<file path="src/rtl/mcycle_control_unit_if.sv">
// Controller <-> datapath bundle for the multicycle MIPS-style control unit.
// master = controller side, slave = datapath/memory side.
interface mcycle_control_unit_if;
  logic [5:0] opcode;
  logic [5:0] funct;
  logic       zero;
  logic       mem_ready;
  logic [1:0] pc_src_sel;
  logic [1:0] reg_dst_sel;
  logic       alu_src_sel;
  logic [1:0] mem_to_reg_sel;
  logic [1:0] alu_op;
  logic       pc_ld;
  logic       ir_ld;
  logic       rf_ld;
  logic       mem_rd;
  logic       mem_wr;
  logic       illegal;
  logic       err;
  logic [3:0] state;

  modport master (
    input  opcode, funct, zero, mem_ready,
    output pc_src_sel, reg_dst_sel, alu_src_sel,
    output mem_to_reg_sel, alu_op,
    output pc_ld, ir_ld, rf_ld, mem_rd, mem_wr,
    output illegal, err, state
  );

  modport slave (
    output opcode, funct, zero, mem_ready,
    input  pc_src_sel, reg_dst_sel, alu_src_sel,
    input  mem_to_reg_sel, alu_op,
    input  pc_ld, ir_ld, rf_ld, mem_rd, mem_wr,
    input  illegal, err, state
  );
endinterface

</file>
<file path="src/rtl/mcycle_control_unit.sv">
// Multicycle control FSM: fetch/decode/exec/mem/wb sequencing with
// memory-wait timeout that parks the controller in a sticky ERROR state.
module mcycle_control_unit #(
  parameter int WAIT_LIMIT = 15
) (
  input  logic                  clk,
  input  logic                  reset,
  mcycle_control_unit_if.master bus
);

  localparam logic [3:0] S_IDLE    = 4'd0;
  localparam logic [3:0] S_FETCH   = 4'd1;
  localparam logic [3:0] S_LOAD_IR = 4'd2;
  localparam logic [3:0] S_DECODE  = 4'd3;
  localparam logic [3:0] S_EXEC    = 4'd4;
  localparam logic [3:0] S_MEM     = 4'd5;
  localparam logic [3:0] S_WB      = 4'd6;
  localparam logic [3:0] S_ERROR   = 4'd7;

  localparam logic [3:0] C_R    = 4'd0;
  localparam logic [3:0] C_JR   = 4'd1;
  localparam logic [3:0] C_ADDI = 4'd2;
  localparam logic [3:0] C_LW   = 4'd3;
  localparam logic [3:0] C_SW   = 4'd4;
  localparam logic [3:0] C_BEQ  = 4'd5;
  localparam logic [3:0] C_J    = 4'd6;
  localparam logic [3:0] C_JAL  = 4'd7;
  localparam logic [3:0] C_ILL  = 4'd8;

  localparam int CW = $clog2(WAIT_LIMIT + 1);
  localparam logic [CW-1:0] W_LAST = CW'(WAIT_LIMIT - 1);

  logic [3:0]    r_state;
  logic [3:0]    w_next;
  logic [5:0]    r_op;
  logic [5:0]    r_fn;
  logic [CW-1:0] r_wait;
  logic [3:0]    w_dec_cls;
  logic [3:0]    w_cls;
  logic          w_wait_st;

  logic [1:0] w_pc_src;
  logic [1:0] w_reg_dst;
  logic       w_alu_src;
  logic [1:0] w_m2r;
  logic [1:0] w_alu_op;
  logic       w_pc_ld;
  logic       w_ir_ld;
  logic       w_rf_ld;
  logic       w_mem_rd;
  logic       w_mem_wr;
  logic       w_illegal;
  logic       w_err;

  function automatic logic [3:0] classify(
    input logic [5:0] op,
    input logic [5:0] fn
  );
    logic [3:0] c;
    c = C_ILL;
    case (op)
      6'h00: begin
        case (fn)
          6'h20, 6'h22, 6'h24,
          6'h25, 6'h2A: c = C_R;
          6'h08:        c = C_JR;
          default:      c = C_ILL;
        endcase
      end
      6'h08:   c = C_ADDI;
      6'h23:   c = C_LW;
      6'h2B:   c = C_SW;
      6'h04:   c = C_BEQ;
      6'h02:   c = C_J;
      6'h03:   c = C_JAL;
      default: c = C_ILL;
    endcase
    return c;
  endfunction

  // DECODE judges the live IR; later states use the latched copy.
  assign w_dec_cls = classify(bus.opcode, bus.funct);
  assign w_cls     = classify(r_op, r_fn);
  assign w_wait_st = (r_state == S_FETCH) || (r_state == S_MEM);

  always_comb begin
    w_next = r_state;
    unique case (r_state)
      S_IDLE:    w_next = S_FETCH;
      S_FETCH: begin
        if (bus.mem_ready)        w_next = S_LOAD_IR;
        else if (r_wait == W_LAST) w_next = S_ERROR;
      end
      S_LOAD_IR: w_next = S_DECODE;
      S_DECODE:
        w_next = (w_dec_cls == C_ILL) ? S_FETCH : S_EXEC;
      S_EXEC: begin
        case (w_cls)
          C_R, C_ADDI: w_next = S_WB;
          C_LW, C_SW:  w_next = S_MEM;
          default:     w_next = S_FETCH;
        endcase
      end
      S_MEM: begin
        if (bus.mem_ready)
          w_next = (w_cls == C_LW) ? S_WB : S_FETCH;
        else if (r_wait == W_LAST)
          w_next = S_ERROR;
      end
      S_WB:      w_next = S_FETCH;
      S_ERROR:   w_next = S_ERROR;
      default:   w_next = S_IDLE;
    endcase
  end

  always_ff @(posedge clk or posedge reset) begin
    if (reset) begin
      r_state <= S_IDLE;
      r_wait  <= '0;
      r_op    <= '0;
      r_fn    <= '0;
    end else begin
      r_state <= w_next;
      if (r_state == S_DECODE) begin
        r_op <= bus.opcode;
        r_fn <= bus.funct;
      end
      if (w_next != r_state &&
          (w_next == S_FETCH || w_next == S_MEM))
        r_wait <= '0;
      else if (w_wait_st && !bus.mem_ready)
        r_wait <= r_wait + 1'b1;
    end
  end

  always_comb begin
    w_pc_src  = 2'b00;
    w_reg_dst = 2'b00;
    w_alu_src = 1'b0;
    w_m2r     = 2'b00;
    w_alu_op  = 2'b00;
    w_pc_ld   = 1'b0;
    w_ir_ld   = 1'b0;
    w_rf_ld   = 1'b0;
    w_mem_rd  = 1'b0;
    w_mem_wr  = 1'b0;
    w_illegal = 1'b0;
    w_err     = 1'b0;
    unique case (r_state)
      S_FETCH:   w_mem_rd = 1'b1;
      S_LOAD_IR: begin
        w_ir_ld = 1'b1;
        w_pc_ld = 1'b1;
      end
      S_DECODE:  w_illegal = (w_dec_cls == C_ILL);
      S_EXEC: begin
        case (w_cls)
          C_R: w_alu_op = 2'b10;
          C_ADDI, C_LW, C_SW: w_alu_src = 1'b1;
          C_BEQ: begin
            w_alu_op = 2'b01;
            w_pc_src = 2'b01;
            w_pc_ld  = bus.zero;
          end
          C_J: begin
            w_pc_ld  = 1'b1;
            w_pc_src = 2'b10;
          end
          C_JAL: begin
            w_pc_ld   = 1'b1;
            w_pc_src  = 2'b10;
            w_rf_ld   = 1'b1;
            w_reg_dst = 2'b10;
            w_m2r     = 2'b10;
          end
          C_JR: begin
            w_pc_ld  = 1'b1;
            w_pc_src = 2'b11;
          end
          default: ;
        endcase
      end
      S_MEM: begin
        w_mem_rd = (w_cls == C_LW);
        w_mem_wr = (w_cls == C_SW);
      end
      S_WB: begin
        w_rf_ld   = 1'b1;
        w_reg_dst = (w_cls == C_R) ? 2'b01 : 2'b00;
        w_m2r     = (w_cls == C_LW) ? 2'b01 : 2'b00;
      end
      S_ERROR:   w_err = 1'b1;
      default: ;
    endcase
  end

  assign bus.pc_src_sel     = w_pc_src;
  assign bus.reg_dst_sel    = w_reg_dst;
  assign bus.alu_src_sel    = w_alu_src;
  assign bus.mem_to_reg_sel = w_m2r;
  assign bus.alu_op         = w_alu_op;
  assign bus.pc_ld          = w_pc_ld;
  assign bus.ir_ld          = w_ir_ld;
  assign bus.rf_ld          = w_rf_ld;
  assign bus.mem_rd         = w_mem_rd;
  assign bus.mem_wr         = w_mem_wr;
  assign bus.illegal        = w_illegal;
  assign bus.err            = w_err;
  assign bus.state          = r_state;

endmodule
</file>
<file path="src/flat_wrapper.sv">
// flat-port wrapper written by rule: the top's interface ports become plain ports
module mcycle_control_unit_flat 
#(
  parameter int WAIT_LIMIT = 15
)
  (clk, reset, bus_opcode, bus_funct, bus_zero, bus_mem_ready, bus_pc_src_sel, bus_reg_dst_sel, bus_alu_src_sel, bus_mem_to_reg_sel, bus_alu_op, bus_pc_ld, bus_ir_ld, bus_rf_ld, bus_mem_rd, bus_mem_wr, bus_illegal, bus_err, bus_state);
  mcycle_control_unit_if bus_i ();
  input  logic clk;
  input  logic reset;
  input wire logic [$bits(bus_i.opcode)-1:0] bus_opcode;
  input wire logic [$bits(bus_i.funct)-1:0] bus_funct;
  input wire logic [$bits(bus_i.zero)-1:0] bus_zero;
  input wire logic [$bits(bus_i.mem_ready)-1:0] bus_mem_ready;
  output wire logic [$bits(bus_i.pc_src_sel)-1:0] bus_pc_src_sel;
  output wire logic [$bits(bus_i.reg_dst_sel)-1:0] bus_reg_dst_sel;
  output wire logic [$bits(bus_i.alu_src_sel)-1:0] bus_alu_src_sel;
  output wire logic [$bits(bus_i.mem_to_reg_sel)-1:0] bus_mem_to_reg_sel;
  output wire logic [$bits(bus_i.alu_op)-1:0] bus_alu_op;
  output wire logic [$bits(bus_i.pc_ld)-1:0] bus_pc_ld;
  output wire logic [$bits(bus_i.ir_ld)-1:0] bus_ir_ld;
  output wire logic [$bits(bus_i.rf_ld)-1:0] bus_rf_ld;
  output wire logic [$bits(bus_i.mem_rd)-1:0] bus_mem_rd;
  output wire logic [$bits(bus_i.mem_wr)-1:0] bus_mem_wr;
  output wire logic [$bits(bus_i.illegal)-1:0] bus_illegal;
  output wire logic [$bits(bus_i.err)-1:0] bus_err;
  output wire logic [$bits(bus_i.state)-1:0] bus_state;
  assign bus_i.opcode = bus_opcode;
  assign bus_i.funct = bus_funct;
  assign bus_i.zero = bus_zero;
  assign bus_i.mem_ready = bus_mem_ready;
  assign bus_pc_src_sel = bus_i.pc_src_sel;
  assign bus_reg_dst_sel = bus_i.reg_dst_sel;
  assign bus_alu_src_sel = bus_i.alu_src_sel;
  assign bus_mem_to_reg_sel = bus_i.mem_to_reg_sel;
  assign bus_alu_op = bus_i.alu_op;
  assign bus_pc_ld = bus_i.pc_ld;
  assign bus_ir_ld = bus_i.ir_ld;
  assign bus_rf_ld = bus_i.rf_ld;
  assign bus_mem_rd = bus_i.mem_rd;
  assign bus_mem_wr = bus_i.mem_wr;
  assign bus_illegal = bus_i.illegal;
  assign bus_err = bus_i.err;
  assign bus_state = bus_i.state;
  mcycle_control_unit #(.WAIT_LIMIT(WAIT_LIMIT)) u_core (.clk(clk), .reset(reset), .bus(bus_i));
endmodule
</file>
<file path="config.mk">
export PLATFORM = sky130hd
export DESIGN_NAME = mcycle_control_unit_flat
export DESIGN_NICKNAME = d
export VERILOG_FILES = /design/src/rtl/mcycle_control_unit_if.sv /design/src/rtl/mcycle_control_unit.sv /design/src/flat_wrapper.sv
export SDC_FILE = /design/constraint.sdc
export NUM_CORES = 1
export LEC_CHECK = 0
export CORE_MARGIN = 3
export CORE_UTILIZATION = 62
export CTS_CLUSTER_DIAMETER = 80
export DETAILED_ROUTE_END_ITERATION = 12
export DONT_BUFFER_PORTS = 1
export GPL_TIMING_DRIVEN = 0
export PLACE_DENSITY = 0.78
export REMOVE_ABC_BUFFERS = 1
export SLEW_MARGIN = 10
export SYNTH_ARGS = -nofsm -noshare
export SYNTH_HDL_FRONTEND = slang
export SYNTH_SLANG_ARGS = --single-unit
</file>
<file path="constraint.sdc">
create_clock -name clk -period 2.6 [get_ports clk]
set_input_delay 0.52 -clock clk [delete_from_list [all_inputs] [get_ports clk]]
set_output_delay 0.52 -clock clk [all_outputs]
set_load 0.01 [all_outputs]
</file>
Word-level counts from Yosys, hierarchy flattened. Cells that the tools add are included.

$add $sub $neg: 1. Equal/unequal tests: 43. Mux-type cells: 33. Reductions and logical operators: 18.

Operators by type and width (number): equality test 6 bit, second input constant (14); case mux 4 bit (7 select lines) (3); equality test 4 x 3 -> 1 bit, second input constant (9); equality test 6 x 2 -> 1 bit, second input constant (4); equality test 6 x 4 -> 1 bit, second input constant (4); two-way mux 4 bit (5); equality test 4 x 2 -> 1 bit, second input constant (4); case mux 4 bit (2 select lines) (2); equality test 4 x 1 -> 1 bit, second input constant (3); equality test 6 x 3 -> 1 bit, second input constant (2); zero test 6 bit (2); case mux 2 bit (2 select lines) (3); OR reduction 5 bit (2); two-way mux 1 bit (9); equality test 4 bit, second input constant (2); zero test 4 bit (2); case mux 1 bit (2 select lines) (4); OR reduction 2 bit (4); two-way mux 2 bit (3); two-way mux 3 bit (2); case mux 2 bit (3 select lines) (1); case mux 3 bit (2 select lines) (1); OR reduction 3 bit (2); adder 4 x 1 -> 4 bit, second input constant (1); 5 further kinds (7).

Bits in registers: 20. Input port bits: 16. Output and inout port bits: 20. Logic and storage cells: 99.

Logic depth before layout (Yosys ltp).
Depth after elaboration: 12. Depth in mapped cells: 8. Depth with buffers taken out: 8.

Worst setup path before layout. No wires, ideal clock.

Path type: register to output. Start: register u_core.r_op[0]. End: output port bus_reg_dst_sel[1]. Arrival: 1.813 ns. Data required time: 2.080 ns. Slack: 0.267 ns. Cell stages (with the launch flop): 8. Path buffers: 2. Cells stage by stage: dfrtp_1 -> clkbuf_2 -> nor4_1 -> nand4_1 -> a21boi_1 -> nand2_1 -> nor3_1 -> buf_4.

Cells in the longest elaborated chain, start to end: 5. Elaborated cells on any way between the ends: 11. Those cells by class: eq/ne (7); mux (3); reduce/logical (1).

Ends and longest elaborated chain: start: declaration (RTL line mcycle_control_unit.sv:35) `logic [5:0] r_op;`; start signal: assignment (RTL line mcycle_control_unit.sv:125) `r_op <= bus.opcode;`; equality test 6 x 2 -> 1 bit, or another cell as far along (RTL line mcycle_control_unit.sv:61) `case (op)`; case mux 4 bit (7 select lines) (*) (RTL line mcycle_control_unit.sv:61); equality test 4 x 3 -> 1 bit (*) (RTL line mcycle_control_unit.sv:157) `case (w_cls)`; two-way mux 2 bit (*) (RTL line mcycle_control_unit.sv:157); case mux 2 bit (2 select lines) (*) (RTL line mcycle_control_unit.sv:149) `unique case (r_state)`; end: declaration (RTL line flat_wrapper.sv:15) `output wire logic [$bits(bus_i.reg_dst_sel)-1:0] bus_reg_dst_sel;`.

Every way passes the cells marked *; elsewhere a longest branch is shown, timed or not.

Worst setup path after layout.
Start: register u_core.r_op[0]. End: output port bus_pc_ld.

Cells in the longest elaborated chain, start to end: 6. Elaborated cells on any way between the ends: 15. Those cells by class: eq/ne (10); mux (3); reduce/logical (2).

Ends and longest elaborated chain: equality test 6 x 2 -> 1 bit, or another cell as far along (RTL line mcycle_control_unit.sv:61); case mux 4 bit (7 select lines) (*) (RTL line mcycle_control_unit.sv:61); equality test 4 x 3 -> 1 bit / equality test 4 x 1 -> 1 bit (equally long branches) (RTL line mcycle_control_unit.sv:157); OR reduction 3 bit (no line); case mux 1 bit (2 select lines) (*) (RTL line mcycle_control_unit.sv:157); case mux 1 bit (2 select lines) (*) (RTL line mcycle_control_unit.sv:149); end: declaration (RTL line flat_wrapper.sv:19) `output wire logic [$bits(bus_i.pc_ld)-1:0] bus_pc_ld;`.

Marks and branches as above.

==> flow_metrics.tcl <==
set metrics [dict create \
    status "complete, no violations" \
    finalHoldViolations 0 \
    cp_slowest_cell "dfrtp_2" \
    htreeDepth 1 \
    end_kind "output port" \
    area_growth_pct 8.06 \
    grt_max_degree 21 \
    max_freq_mhz 386 \
    detailed_place_hpwl_um 2420 \
    startpoint_type "register" \
    synth_seq_cells 20 \
    maxCapViolations 0 \
    rsz0062_at_grt "yes" \
    synth_cell_types 50 \
    synth_top_family_by_area "simple AND/OR/NAND/NOR gates" \
    cts_root_buffer "clkbuf_4" \
    n_fill_cell 151 \
    overflow 0 \
    critPathBufInv 0 \
    hp-class "in -> async" \
    dr.pass1.iters 4 \
    dieHeight_um 54.0 \
    antenna_cells 0 \
    synthAdderAreaFrac 0.0175 \
    slowest_delay_ns 0.48 \
    timing.rr.end "u_core.r_fn[0]" \
    core-area_um2 2060 \
    cp.arrival_ns 2.07 \
    ir_worst_vdd_mv 0.683 \
    synth_edf_count 0 \
    finalCritPeriodShare 0.996 \
    reg2reg_depth 3 \
    syn_inst 164 \
    fin_area_um2 1540 \
    core.rowCount 16 \
    seq_area_um2 507 \
    final_common_cell "nor2_1" \
    antenna_found_initial 0 \
    relSlewSlack 0.325 \
    min_period_ns 2.59 \
    grt_pass1_wl_um 5350 \
    multi_input_area_um2 920 \
    synth_area_per_cell_um2 8.70 \
    drt_iter0_drc 38 \
    dr_total_vias 1264 \
    dieArea_um2 2910 \
    grt_pass1_vias 1165 \
    drive_above_1_share 0.217 \
    fin_worst_skew_ns 0.00611 \
    cp_top_family "compound AO/OA/AOI/OAI gates" \
    syn_area_um2 1430 \
    drcViolationCount 0 \
    die_w_um 54.0 \
    path_max_fanout 6 \
    worst_ep_required_time_ns 2.08 \
    synth_xor_area_frac 0.0245 \
    r2r_slack_ns 0.37 \
    place_area_um2 1430 \
    port_buffers 0 \
    critPathKind "reg -> out" \
    setup_viol 0 \
    vias_per_cell 6.55 \
    grt_use_total 0.252 \
    finalPower_mw 1.27 \
    muxShareOfSynthArea 0.101 \
    drt-total-wl_um 3380 \
    synth_simple_gate_area_frac 0.287 \
    clk_latency_ns 0.30 \
    synth_compound_area_frac 0.181 \
    cts.sinks 20 \
    ys_warn_count 0 \
    yosys_most_used_dff "dfrtp_1" \
    fin_nets 186 \
    mostFrequentLayoutCells "nor2_1 (17), dfrtp_1 (15), nand2_1 (14)" \
    numCtsBuffers 3 \
    gp_congestion 0.858 \
    tightest_slew_ns 1.01 \
    clockBufferDepth 2 \
    finalMaxSlewViolations 0 \
    top_level_ports 36 \
    path_depth 6 \
    start_util 0.692 \
    seq_area_frac_synth 0.351 \
    antenna_left 0 \
    powerDensity_nw_per_um2 823 \
    path_cells "nor3_4 -> nand3_1 -> a21oi_1 -> o211ai_1 -> a21oi_2 -> a211o_1" \
    path_clk_slew_ns 0.11 \
    cellLeakagePower_nw 0.595 \
    async_flop_share 1.00 \
    r2r_start "u_core.bus.state[0]" \
    avgRoutedWirePerCell_um 17.5 \
    ctsHoldBuffers 0 \
    cts_tree "done" \
]
## per-stage QoR
step	utilization	setup slack [ns]	setup TNS, ns	hold WS (ns)	instances
floorplan	-	0.347	0	0.484	158
global placement	0.695	0.0758	0	0.520	185
detailed placement	0.695	0.0550	0	0.534	185
CTS	0.733	0.0337	0	0.258	191
global route	0.748	-0.150	-0.212	0.278	193
finish	0.748	0.0100	0	0.236	193
## where the power goes
group	internal [mW]	switching [mW]	leakage (nW)	total, mW
logic	0.259	0.248	0.336	0.508
registers	0.426	0.190	0.245	0.616
clock network	0.0539	0.0917	0.0138	0.146
total	0.739	0.530	0.595	1.27
## how the worst max path moves through the flow
stage / from / to / slack (ns)
after global placement: u_core.r_op[0] / bus_pc_ld / 0.08
after floorplan: u_core.r_op[0] / bus_pc_ld / 0.35
after detailed placement: u_core.r_op[0] / bus_pc_ld / 0.05
after CTS: u_core.bus.state[1] / bus_pc_ld / 0.03
after global routing: u_core.r_op[0] / bus_pc_ld / -0.15
final: u_core.r_op[0] / bus_pc_ld / 0.01
## state kept, by name, summed over array words and instances, names as in the netlist
signal	cells
u_core.r_op	6
u_core.r_fn	6
u_core.bus.state	4
u_core.r_wait	4
## logic make-up (layout without fill, tap and decap cells)
family,count (synthesis),in the layout
AOI/OAI and AO/OA,37,37
xor gates and xnor gates,4,4
adders and majority gates,2,2
buffers and inverters,12,14
DFF,20,20
muxes,13,13
other,1,1
and+or+nand+nor,75,75
## synth_stat cells, types with 3 or more instances
library cell	instances	area share
a21oi_1	9	0.032
a31oi_1	3	0.013
and3_1	4	0.018
clkbuf_1	3	0.0079
dfrtp_1	20	0.35
inv_1	6	0.016
mux2_2	11	0.087
nand2_1	14	0.037
nand2b_1	6	0.026
nand3_1	5	0.018
nand4_1	3	0.013
nor2_1	18	0.047
nor2b_1	4	0.018
nor3_1	5	0.018
nor4_1	3	0.013
o21ai_0	9	0.032
## per-layer routing
metal / part of all wire / GRT usage / routed length (um)
met4: 0.0059 / 0.0747 / 20
met3: 0.070 / 0.0526 / 238
met2: 0.49 / 0.421 / 1640
met5: 0 / 0 / 0
met1: 0.44 / 0.326 / 1480
## cell type report
class                      count  area share
timing repair buffer           5      0.0243
multi-input combinational    132       0.596
tap                           27      0.0219
clock buffer                   3      0.0146
inverter                       6      0.0146
sequential                    20       0.328
## what timing repair did
item	CTS	global route
gates resized for setup	9	6
buffers inserted	3	2
setup endpoints to repair	8	8
pin swaps	1	6
Note: power is estimated with default switching activity, not from simulation.
